===== src/rtl/hold_toggle_bank_if.sv =====
// hold_toggle_bank_if: button/enable inputs and toggle outputs of a hold-to-toggle bank
interface hold_toggle_bank_if #(parameter int CHANNELS = 2);
  logic [CHANNELS-1:0] btn;
  logic [CHANNELS-1:0] en;
  logic [CHANNELS-1:0] state;
  logic [CHANNELS-1:0] toggle_pulse;
  logic [CHANNELS-1:0] holding;
  modport master (output btn, en, input state, toggle_pulse, holding);
  modport slave (input btn, en, output state, toggle_pulse, holding);
endinterface


===== src/rtl/hold_toggle_bank.sv =====
// hold_toggle_bank: per-channel hold-to-toggle latches with optional auto-repeat and exclusive press
module hold_toggle_bank #(
  parameter int CHANNELS = 2,
  parameter int CNT_W = 26,
  parameter int HOLD_CYCLES = 33554432,
  parameter int REPEAT_CYCLES = 0,
  parameter bit EXCLUSIVE = 1'b0,
  parameter bit INIT_STATE = 1'b1
) (
  input logic clk,
  input logic rst,
  hold_toggle_bank_if.slave bus
);
  typedef enum logic [1:0] {IDLE, COUNTING, LOCKED} fsm_t;
  localparam logic [CNT_W-1:0] HOLD_M1 = CNT_W'(HOLD_CYCLES - 1);
  localparam logic [CNT_W-1:0] REP_M1 = CNT_W'(REPEAT_CYCLES - 1);
  logic [CHANNELS-1:0] s1, sbtn;
  always_ff @(posedge clk) begin
    if (rst) begin
      s1 <= '0;
      sbtn <= '0;
    end else begin
      s1 <= bus.btn;
      sbtn <= s1;
    end
  end
  for (genvar i = 0; i < CHANNELS; i++) begin : g_ch
    fsm_t fsm, fsm_n;
    logic [CNT_W-1:0] cnt, cnt_n;
    logic [CHANNELS-1:0] others;
    logic pressed, flip, st, pl, hd;
    assign others = sbtn & ~(CHANNELS'(1) << i);
    assign pressed = sbtn[i] & bus.en[i] & (!EXCLUSIVE || others == '0);
    always_ff @(posedge clk) begin
      if (rst) begin
        fsm <= IDLE;
        cnt <= '0;
        st <= INIT_STATE;
        pl <= 1'b0;
      end else begin
        fsm <= fsm_n;
        cnt <= cnt_n;
        st <= st ^ flip;
        pl <= flip;
      end
    end
    // Terminal counts are compared before incrementing, so cnt never wraps.
    always_comb begin
      fsm_n = fsm;
      cnt_n = cnt;
      flip = 1'b0;
      case (fsm)
        IDLE: begin
          fsm_n = pressed ? COUNTING : IDLE;
          cnt_n = pressed ? CNT_W'(1) : '0;
        end
        COUNTING: begin
          flip = pressed && cnt == HOLD_M1;
          fsm_n = !pressed ? IDLE : flip ? LOCKED : COUNTING;
          cnt_n = (!pressed || flip) ? '0 : cnt + CNT_W'(1);
        end
        LOCKED: begin
          flip = pressed && REPEAT_CYCLES != 0 && cnt == REP_M1;
          fsm_n = pressed ? LOCKED : IDLE;
          cnt_n = (!pressed || flip || REPEAT_CYCLES == 0) ? '0 : cnt + CNT_W'(1);
        end
        default: begin
          fsm_n = IDLE;
          cnt_n = '0;
        end
      endcase
    end
    always_comb hd = fsm == COUNTING;
    assign bus.state[i] = st;
    assign bus.toggle_pulse[i] = pl;
    assign bus.holding[i] = hd;
  end
endmodule


===== src/flat_wrapper.sv =====
// flat-port wrapper written by rule: the top's interface ports become plain ports
module hold_toggle_bank_flat 
#(
  parameter int CHANNELS = 2,
  parameter int CNT_W = 26,
  parameter int HOLD_CYCLES = 33554432,
  parameter int REPEAT_CYCLES = 0,
  parameter bit EXCLUSIVE = 1'b0,
  parameter bit INIT_STATE = 1'b1
)
  (clk, rst, bus_btn, bus_en, bus_state, bus_toggle_pulse, bus_holding);
  hold_toggle_bank_if #(.CHANNELS(CHANNELS)) bus_i ();
  input logic clk;
  input logic rst;
  input wire logic [$bits(bus_i.btn)-1:0] bus_btn;
  input wire logic [$bits(bus_i.en)-1:0] bus_en;
  output wire logic [$bits(bus_i.state)-1:0] bus_state;
  output wire logic [$bits(bus_i.toggle_pulse)-1:0] bus_toggle_pulse;
  output wire logic [$bits(bus_i.holding)-1:0] bus_holding;
  assign bus_i.btn = bus_btn;
  assign bus_i.en = bus_en;
  assign bus_state = bus_i.state;
  assign bus_toggle_pulse = bus_i.toggle_pulse;
  assign bus_holding = bus_i.holding;
  hold_toggle_bank #(.CHANNELS(CHANNELS), .CNT_W(CNT_W), .HOLD_CYCLES(HOLD_CYCLES), .REPEAT_CYCLES(REPEAT_CYCLES), .EXCLUSIVE(EXCLUSIVE), .INIT_STATE(INIT_STATE)) u_core (.clk(clk), .rst(rst), .bus(bus_i));
endmodule

===== config.mk =====
export PLATFORM = sky130hd
export DESIGN_NAME = hold_toggle_bank_flat
export DESIGN_NICKNAME = d
export VERILOG_FILES = /design/src/rtl/hold_toggle_bank_if.sv /design/src/rtl/hold_toggle_bank.sv /design/src/flat_wrapper.sv
export SDC_FILE = /design/constraint.sdc
export NUM_CORES = 1
export LEC_CHECK = 0
export CAP_MARGIN = 20
export CORE_ASPECT_RATIO = 1.75
export CORE_MARGIN = 3
export CORE_UTILIZATION = 48
export CTS_CLUSTER_SIZE = 25
export DETAILED_ROUTE_END_ITERATION = 8
export PLACE_DENSITY = 0.77
export SLEW_MARGIN = 20
export SYNTH_ARGS = -nofsm -noshare
export SYNTH_HDL_FRONTEND = slang
export SYNTH_SLANG_ARGS = --single-unit

===== constraint.sdc =====
create_clock -name clk -period 1.98 [get_ports clk]
set_input_delay 0.396 -clock clk [delete_from_list [all_inputs] [get_ports clk]]
set_output_delay 0.396 -clock clk [all_outputs]
set_load 0.05 [all_outputs]

==> results of run 1 <==
-- synthesized netlist by cell type (2+ instances only) --
cell                        count  area, sq um
sky130_fd_sc_hd__a21oi_1       26          130
sky130_fd_sc_hd__nor2b_1        8         50.1
sky130_fd_sc_hd__mux2i_1        2         20.0
sky130_fd_sc_hd__nor3_1         5         25.0
sky130_fd_sc_hd__nand3_1       24          120
sky130_fd_sc_hd__o21ai_1       10         50.1
sky130_fd_sc_hd__buf_2          4         20.0
sky130_fd_sc_hd__inv_1          7         26.3
sky130_fd_sc_hd__dfxtp_1       64         1280
sky130_fd_sc_hd__buf_6          2         22.5
sky130_fd_sc_hd__and3_1         6         37.5
sky130_fd_sc_hd__xor2_1        13          114
sky130_fd_sc_hd__nor2_1        32          120
sky130_fd_sc_hd__o31ai_1       10         75.1
sky130_fd_sc_hd__or4_1         10         75.1
sky130_fd_sc_hd__nand2_1       15         56.3
sky130_fd_sc_hd__clkbuf_1       5         18.8
sky130_fd_sc_hd__o21ai_0        7         35.0
sky130_fd_sc_hd__or4_4          2         22.5
sky130_fd_sc_hd__ha_1           2         25.0
sky130_fd_sc_hd__nor4_1         5         31.3
sky130_fd_sc_hd__xnor2_1       10         87.6
sky130_fd_sc_hd__or3_1         19          119
sky130_fd_sc_hd__buf_4          7         52.6
sky130_fd_sc_hd__and4_1         8         70.1
sky130_fd_sc_hd__nand4_1       12         75.1
sky130_fd_sc_hd__o2bb2ai_1      2         17.5
-- power by group through the flow --
stage	clock (mW)	sequential (mW)	combinational [mW]
2_1_floorplan	0	1.32	0.0141
3_3_place_gp	0	1.32	0.0305
3_5_place_dp	0	1.32	0.0306
4_1_cts	1.07	1.30	0.0310
5_1_grt	1.12	1.29	0.0333
6_report	1.04	1.30	0.0306
-- repair_timing --
| item | in CTS | in global routing |
|---|---|---|
| gates resized for setup | 0 | 1 |
| endpoints found under the setup margin | 0 | 2 |
| buffers inserted | 0 | 0 |
| hold buffers | 0 | 0 |
-- layer usage --
layer,vias up,wire length (um)
met2,35,3410
li1,1283,-
met5,-,0
met4,0,88
met1,1188,2310
met3,13,137
-- registers in the layout, summed over array words and instances (netlist names) --
register / count
u_core.g_ch.fsm: 4
u_core.g_ch.pl: 2
u_core.g_ch.cnt: 52
u_core.sbtn: 2
u_core.s1: 2
u_core.g_ch.st: 2
-- final cells by class --
class	instances	share of cell area, %
Clock inverter	4	1.33
Tap cell	78	2.88
Clock buffer	12	3.99
Inverter	7	0.775
Sequential cell	64	37.8
Timing Repair Buffer	34	8.56
Multi-Input combinational cell	246	44.7
-- per-stage QoR --
stage          total power [mW]  setup TNS (ps)  cells  instance area, sq um
2_1_floorplan              1.34               0    336                  2930
3_3_place_gp               1.35               0    429                  3210
3_5_place_dp               1.36           -25.9    429                  3210
5_1_grt                    2.45               0    445                  3390
4_1_cts                    2.39               0    445                  3390
6_report                   2.37               0    445                  3390
-- path summary, 6_finish.rpt --
| kind | depth (start not counted) | end | slack [ps] |
|---|---|---|---|
| max | 1 | bus_state[0] | 100 |
| min | 1 | u_core.sbtn[1]$_SDFF_PP0_ | 450 |
| max reg2reg | 5 | u_core.g_ch[0].cnt[22]$_SDFF_PP0_ | 110 |
| min reg2reg | 1 | u_core.sbtn[1]$_SDFF_PP0_ | 450 |
-- logic make-up (layout without fill, tap and decap cells) --
logic type	after synthesis	in the layout	synth area share, %
AO/OA/AOI/OAI	60	60	11.8
XOR/XNOR	23	23	6.87
AND/OR/NAND/NOR	159	159	31.2
buffers and inverters	26	57	4.91
multiplexers	2	2	0.683
adder cells (fa/ha/maj)	2	2	0.853
flip-flops	64	64	43.7
==> impl_metrics.json, run 1 <==
{
  "outcome": "finished clean",
  "dp_worst_setup_slack_ps": -15.4,
  "slew_at_the_pin_closest_to_its_max_slew_limit_ps": 503,
  "first_pass_iters": 4,
  "gpl.final_weighted_congestion": 0.807,
  "postSynthNetCount": 344,
  "first_global_vias": 2445,
  "grt_first_pass_wirelength_um": 10200,
  "grt_util_met1_pct": 17.2,
  "final_cell_mix": "sky130_fd_sc_hd__dfxtp_1, sky130_fd_sc_hd__nor2_1, sky130_fd_sc_hd__a21oi_1",
  "netSwitchingPower_uw": 480,
  "switching_share_pct": 20.3,
  "timing_hold_violations_final": 0,
  "drt.antenna.violating_nets": 0,
  "timing.hold.ws_ps": 448,
  "clock_skew_after_layout_ps": 11.2,
  "crit_family": "buffers and inverters",
  "ys_warn_count": 0,
  "crit_chain": "clkdlybuf4s50_1",
  "final_layout_size_suffix_gt1_share_pct": 13.1,
  "worst_path_max_delay_cell": "sky130_fd_sc_hd__clkdlybuf4s50_1",
  "route.vias.total": 2519,
  "globalRouteTotalUtil_pct": 18.1,
  "fin_util_pct": 57.7,
  "rsz_0062_raised_after_global_routing": "no",
  "timing.critical_path.fanout_max": 3,
  "gr_peak_layer": "met2",
  "antenna_found_initial": 0,
  "ys_ff_latch": 64,
  "via_density": 5.66,
  "initial_core_util_pct": 49.9,
  "globalRouteMet2Util_pct": 35.3,
  "die_area_sq_um": 7120,
  "number_of_maximum_capacitance_violations": 0,
  "die_width_um": 65.1,
  "final.min_clock_period_ps": 1880,
  "async_set_reset_flop_share_out_of_synthesis_pct": 0,
  "clkPwrFrac_pct": 44.0,
  "cp_slowest_stage_delay_ps": 810,
  "pwr-share-comb_pct": 1.3,
  "worst_ir_drop_vdd_uv": 513,
  "portBuffers": 11,
  "timing.critical_path.to_type": "primary output",
  "yosysUniqueCellTypes": 46,
  "synth.avg_cell_area_sq_um": 8.73,
  "hold_path_class": "reg2reg",
  "synth.yosys.seq_area_share_pct": 43.7,
  "clkSlewWorstSetupHoldPaths_ps": 70,
  "worstSetupStartpoint": "u_core.g_ch[0].st$_SDFF_PP1_",
  "power.internal_mw": 1.89,
  "rows": 37,
  "cts_buffers": 9,
  "cts_max_level": 3,
  "powerDensity_nw_per_um2": 698,
  "highest_clock_rate_mhz": 531,
  "drc_errors": 0,
  "nNetsFinal": 370,
  "cts_tree": "built",
  "finalSetupViolations": 0,
  "wirelength_um": 5950,
  "worst_setup_path_start_kind": "flop",
  "use_met3_pct": 4.60,
  "clock-sinks": 64,
  "worstSkewPairLatency_ps": 330,
  "regToRegStartpoint": "u_core.g_ch[0].cnt[6]$_SDFF_PP0_",
  "mappedNetlistArea_sq_um": 2930,
  "critPathArrivalTime_ps": 1490,
  "synth-main-ff-cell": "sky130_fd_sc_hd__dfxtp_1",
  "longest_clk_path_bufs": 2,
  "final_max_slew_viol_count": 0,
  "criticalPathCategory": "reg2out",
  "seq_area_sq_um": 1280,
  "syn_inst": 336,
  "required_ps": 1580,
  "detailedPlacementHpwl_um": 4480,
  "first_iter_violations": 122,
  "fillCellCount": 540,
  "synth_enable_flop_cells": 0,
  "multiInputGateArea_sq_um": 1520,
  "worstHoldStart": "u_core.s1[1]$_SDFF_PP0_",
  "coreArea_sq_um": 5880,
  "io_pins": 12,
  "slew-limit-headroom_pct": 66.4,
  "maximum_number_of_pins_on_one_net_before_global_route_repair": 22,
  "antennaDiodeCount": 0,
  "critical_path_buf_inv_count": 1,
  "layout.cells.most_common": "sky130_fd_sc_hd__dfxtp_1",
  "p_seq_share_pct": 54.7,
  "die_height_um": 109,
  "total_grt_overflow": 0,
  "cellLeakagePower_nw": 1.03,
  "avg_wl_per_cell_um": 13.4,
  "layout-area-overhead-vs-synth_pct": 15.6,
  "period_share_pct": 95.1,
  "worst_slack_ps": 96.6,
  "clock_tree.root_cell": "sky130_fd_sc_hd__clkbuf_8"
}
No activity file was read; power rests on OpenSTA's default activity.
==> inputs of run 2 (changes only) <==
--- a/config.mk
+++ b/config.mk
@@ -11,7 +11,8 @@
 export CORE_UTILIZATION = 48
 export CTS_CLUSTER_SIZE = 25
 export DETAILED_ROUTE_END_ITERATION = 8
-export PLACE_DENSITY = 0.77
+export DONT_BUFFER_PORTS = 1
+export PLACE_DENSITY = 0.74
 export SLEW_MARGIN = 20
 export SYNTH_ARGS = -nofsm -noshare
 export SYNTH_HDL_FRONTEND = slang
==> impl_metrics.json, run 2 (synthesis gave the netlist of run 1 again) <==
{
  "worst_r2r_path_depth": 4,
  "finalSetupViolations": 0,
  "coreArea_sq_um": 5880,
  "clkSlewWorstSetupHoldPaths_ps": 70,
  "rows": 37,
  "first_pass_iters": 4,
  "placed_cells": 409,
  "worst_slack_ps": 68.0,
  "final-instance-count-excl-fill": 425,
  "maximum_number_of_pins_on_one_net_before_global_route_repair": 22,
  "largest_register_ff_count": 52,
  "detailedPlacementHpwl_um": 4040,
  "worst_setup_path_start_kind": "flop",
  "portBuffers": 0,
  "die_height_um": 109,
  "clock_skew_after_layout_ps": 12.4,
  "regToRegStartpoint": "u_core.g_ch[0].cnt[5]$_SDFF_PP0_",
  "first_global_vias": 2330,
  "cellLeakagePower_nw": 0.944,
  "worstSetupStartpoint": "u_core.g_ch[0].cnt[5]$_SDFF_PP0_",
  "globalRouteTotalUtil_pct": 17.2,
  "required_ps": 2240,
  "timing_hold_violations_final": 0,
  "layout-area-overhead-vs-synth_pct": 10.2,
  "longest_clk_path_bufs": 2,
  "via_density": 5.61,
  "antennaDiodeCount": 0,
  "drt.antenna.violating_nets": 0,
  "regMostFlops": "u_core.g_ch.cnt",
  "cts_max_level": 3,
  "worst_ir_drop_vdd_uv": 549,
  "number_of_maximum_capacitance_violations": 0,
  "final_cell_mix": "sky130_fd_sc_hd__dfxtp_1, sky130_fd_sc_hd__nor2_1, sky130_fd_sc_hd__a21oi_1",
  "cts_buffers": 9,
  "initial_core_util_pct": 49.9,
  "slew_at_the_pin_closest_to_its_max_slew_limit_ps": 525,
  "final.min_clock_period_ps": 1910,
  "r2r_setup_slack_ps": 70,
  "layout.cells.most_common": "sky130_fd_sc_hd__dfxtp_1",
  "drc_errors": 0,
  "antenna_found_initial": 0,
  "route.vias.total": 2383,
  "outcome": "finished clean",
  "min_path_cells": 1,
  "timing.critical_path.fanout_max": 13,
  "io_pins": 12,
  "cts-hold-fix-buffers": 0,
  "nNetsFinal": 350,
  "finalSetupTns_ps": 0,
  "powerDensity_nw_per_um2": 758,
  "die_width_um": 65.1,
  "layout_top_registers": "u_core.g_ch.cnt x52, u_core.g_ch.fsm x4",
  "final_max_slew_viol_count": 0,
  "dp_worst_setup_slack_ps": 42.8,
  "first_iter_violations": 130,
  "period_share_pct": 96.6,
  "clock-sinks": 64,
  "hold_path_class": "in2reg",
  "avg_wl_per_cell_um": 13.4,
  "wirelength_um": 5700,
  "highest_clock_rate_mhz": 523,
  "clock_tree.root_cell": "sky130_fd_sc_hd__clkbuf_8",
  "final_layout_size_suffix_gt1_share_pct": 11.8,
  "gpl.final_weighted_congestion": 0.812,
  "cts_tree": "built",
  "timing.critical_path.to_type": "flop",
  "criticalPathCategory": "reg2reg",
  "timing.critical_path.to": "u_core.g_ch[0].cnt[17]$_SDFF_PP0_",
  "worstSkewPairLatency_ps": 340,
  "die_area_sq_um": 7120,
  "total_grt_overflow": 0,
  "slew-limit-headroom_pct": 65.0,
  "rsz_0062_raised_after_global_routing": "no",
  "critical_path.reg2reg.endpoint": "u_core.g_ch[0].cnt[17]$_SDFF_PP0_",
  "grt_first_pass_wirelength_um": 9690,
  "critPathArrivalTime_ps": 2180
}
[run 2: cell count changes in the layout (fill, tap and decap cells not counted), moves of 2 or more]
| cell | change |
|---|---|
| sky130_fd_sc_hd__clkinv_2 | -2 |
| sky130_fd_sc_hd__clkbuf_1 | -3 |
| sky130_fd_sc_hd__clkdlybuf4s50_1 | -9 |
| sky130_fd_sc_hd__buf_4 | -10 |
| sky130_fd_sc_hd__clkinvlp_4 | +2 |
[run 2: worst max-delay path, cell delays in order (launching register included)]
cell and delay (ps):
sky130_fd_sc_hd__dfxtp_1 430, sky130_fd_sc_hd__nand3_4 140, sky130_fd_sc_hd__or4_4 620, sky130_fd_sc_hd__or4_1 490, sky130_fd_sc_hd__a21oi_1 150
[run 2: worst min path at each step]
stage	start	end	slack, ps
4_1_cts	rst	u_core.sbtn[0]$_SDFF_PP0_	100
2_1_floorplan	u_core.s1[0]$_SDFF_PP0_	u_core.sbtn[0]$_SDFF_PP0_	410
3_3_place_gp	u_core.s1[0]$_SDFF_PP0_	u_core.sbtn[0]$_SDFF_PP0_	420
3_5_place_dp	u_core.s1[1]$_SDFF_PP0_	u_core.sbtn[1]$_SDFF_PP0_	430
6_report	rst	u_core.sbtn[0]$_SDFF_PP0_	120
5_1_grt	rst	u_core.sbtn[1]$_SDFF_PP0_	100
[run 2: layout make-up]
cell class,count,area [sq um]
clock buffer,10,138
clock inverter,6,67.6
fill,555,2650
inverter,7,26.3
multi-input combinational,246,1510
sequential,64,1280
tap,78,97.6
timing repair buffer,14,105
[run 2: timing repair]
| action | in CTS | in global routing |
|---|---|---|
| resized for setup | 0 | 2 |
| buffers inserted | 0 | 0 |
| endpoints found under the setup margin | 0 | 4 |
[run 2: layer usage]
layer  global-route usage [%]  wire [um]  part of all wire [%]  vias to the layer above
li1                         -          -                     -                     1233
met1                     16.2       2240                    39                     1120
met2                     33.8       3230                    57                       19
met3                     4.19        124                   2.2                       11
met4                     8.01        104                   1.8                        0
met5                        0          0                     0                        -
[run 2: report_power, final]
group | total [mW] | internal [mW] | switching, mW
logic | 0.0153 | 0.00743 | 0.00789
clock network | 1.14 | 0.619 | 0.518
registers | 1.29 | 1.29 | 0.00272
total | 2.45 | 1.92 | 0.529
[run 2: per-stage QoR]
stage | utilization [%] | cell area [sq um] | hold WS (ps) | total power, mW
after floorplan | - | 2930 | 414 | 1.34
after global placement | 51.4 | 3020 | 418 | 1.34
after detailed placement | 51.4 | 3020 | 425 | 1.34
after CTS | 54.9 | 3230 | 102 | 2.48
after global routing | 54.9 | 3230 | 103 | 2.53
final | 54.9 | 3230 | 123 | 2.45
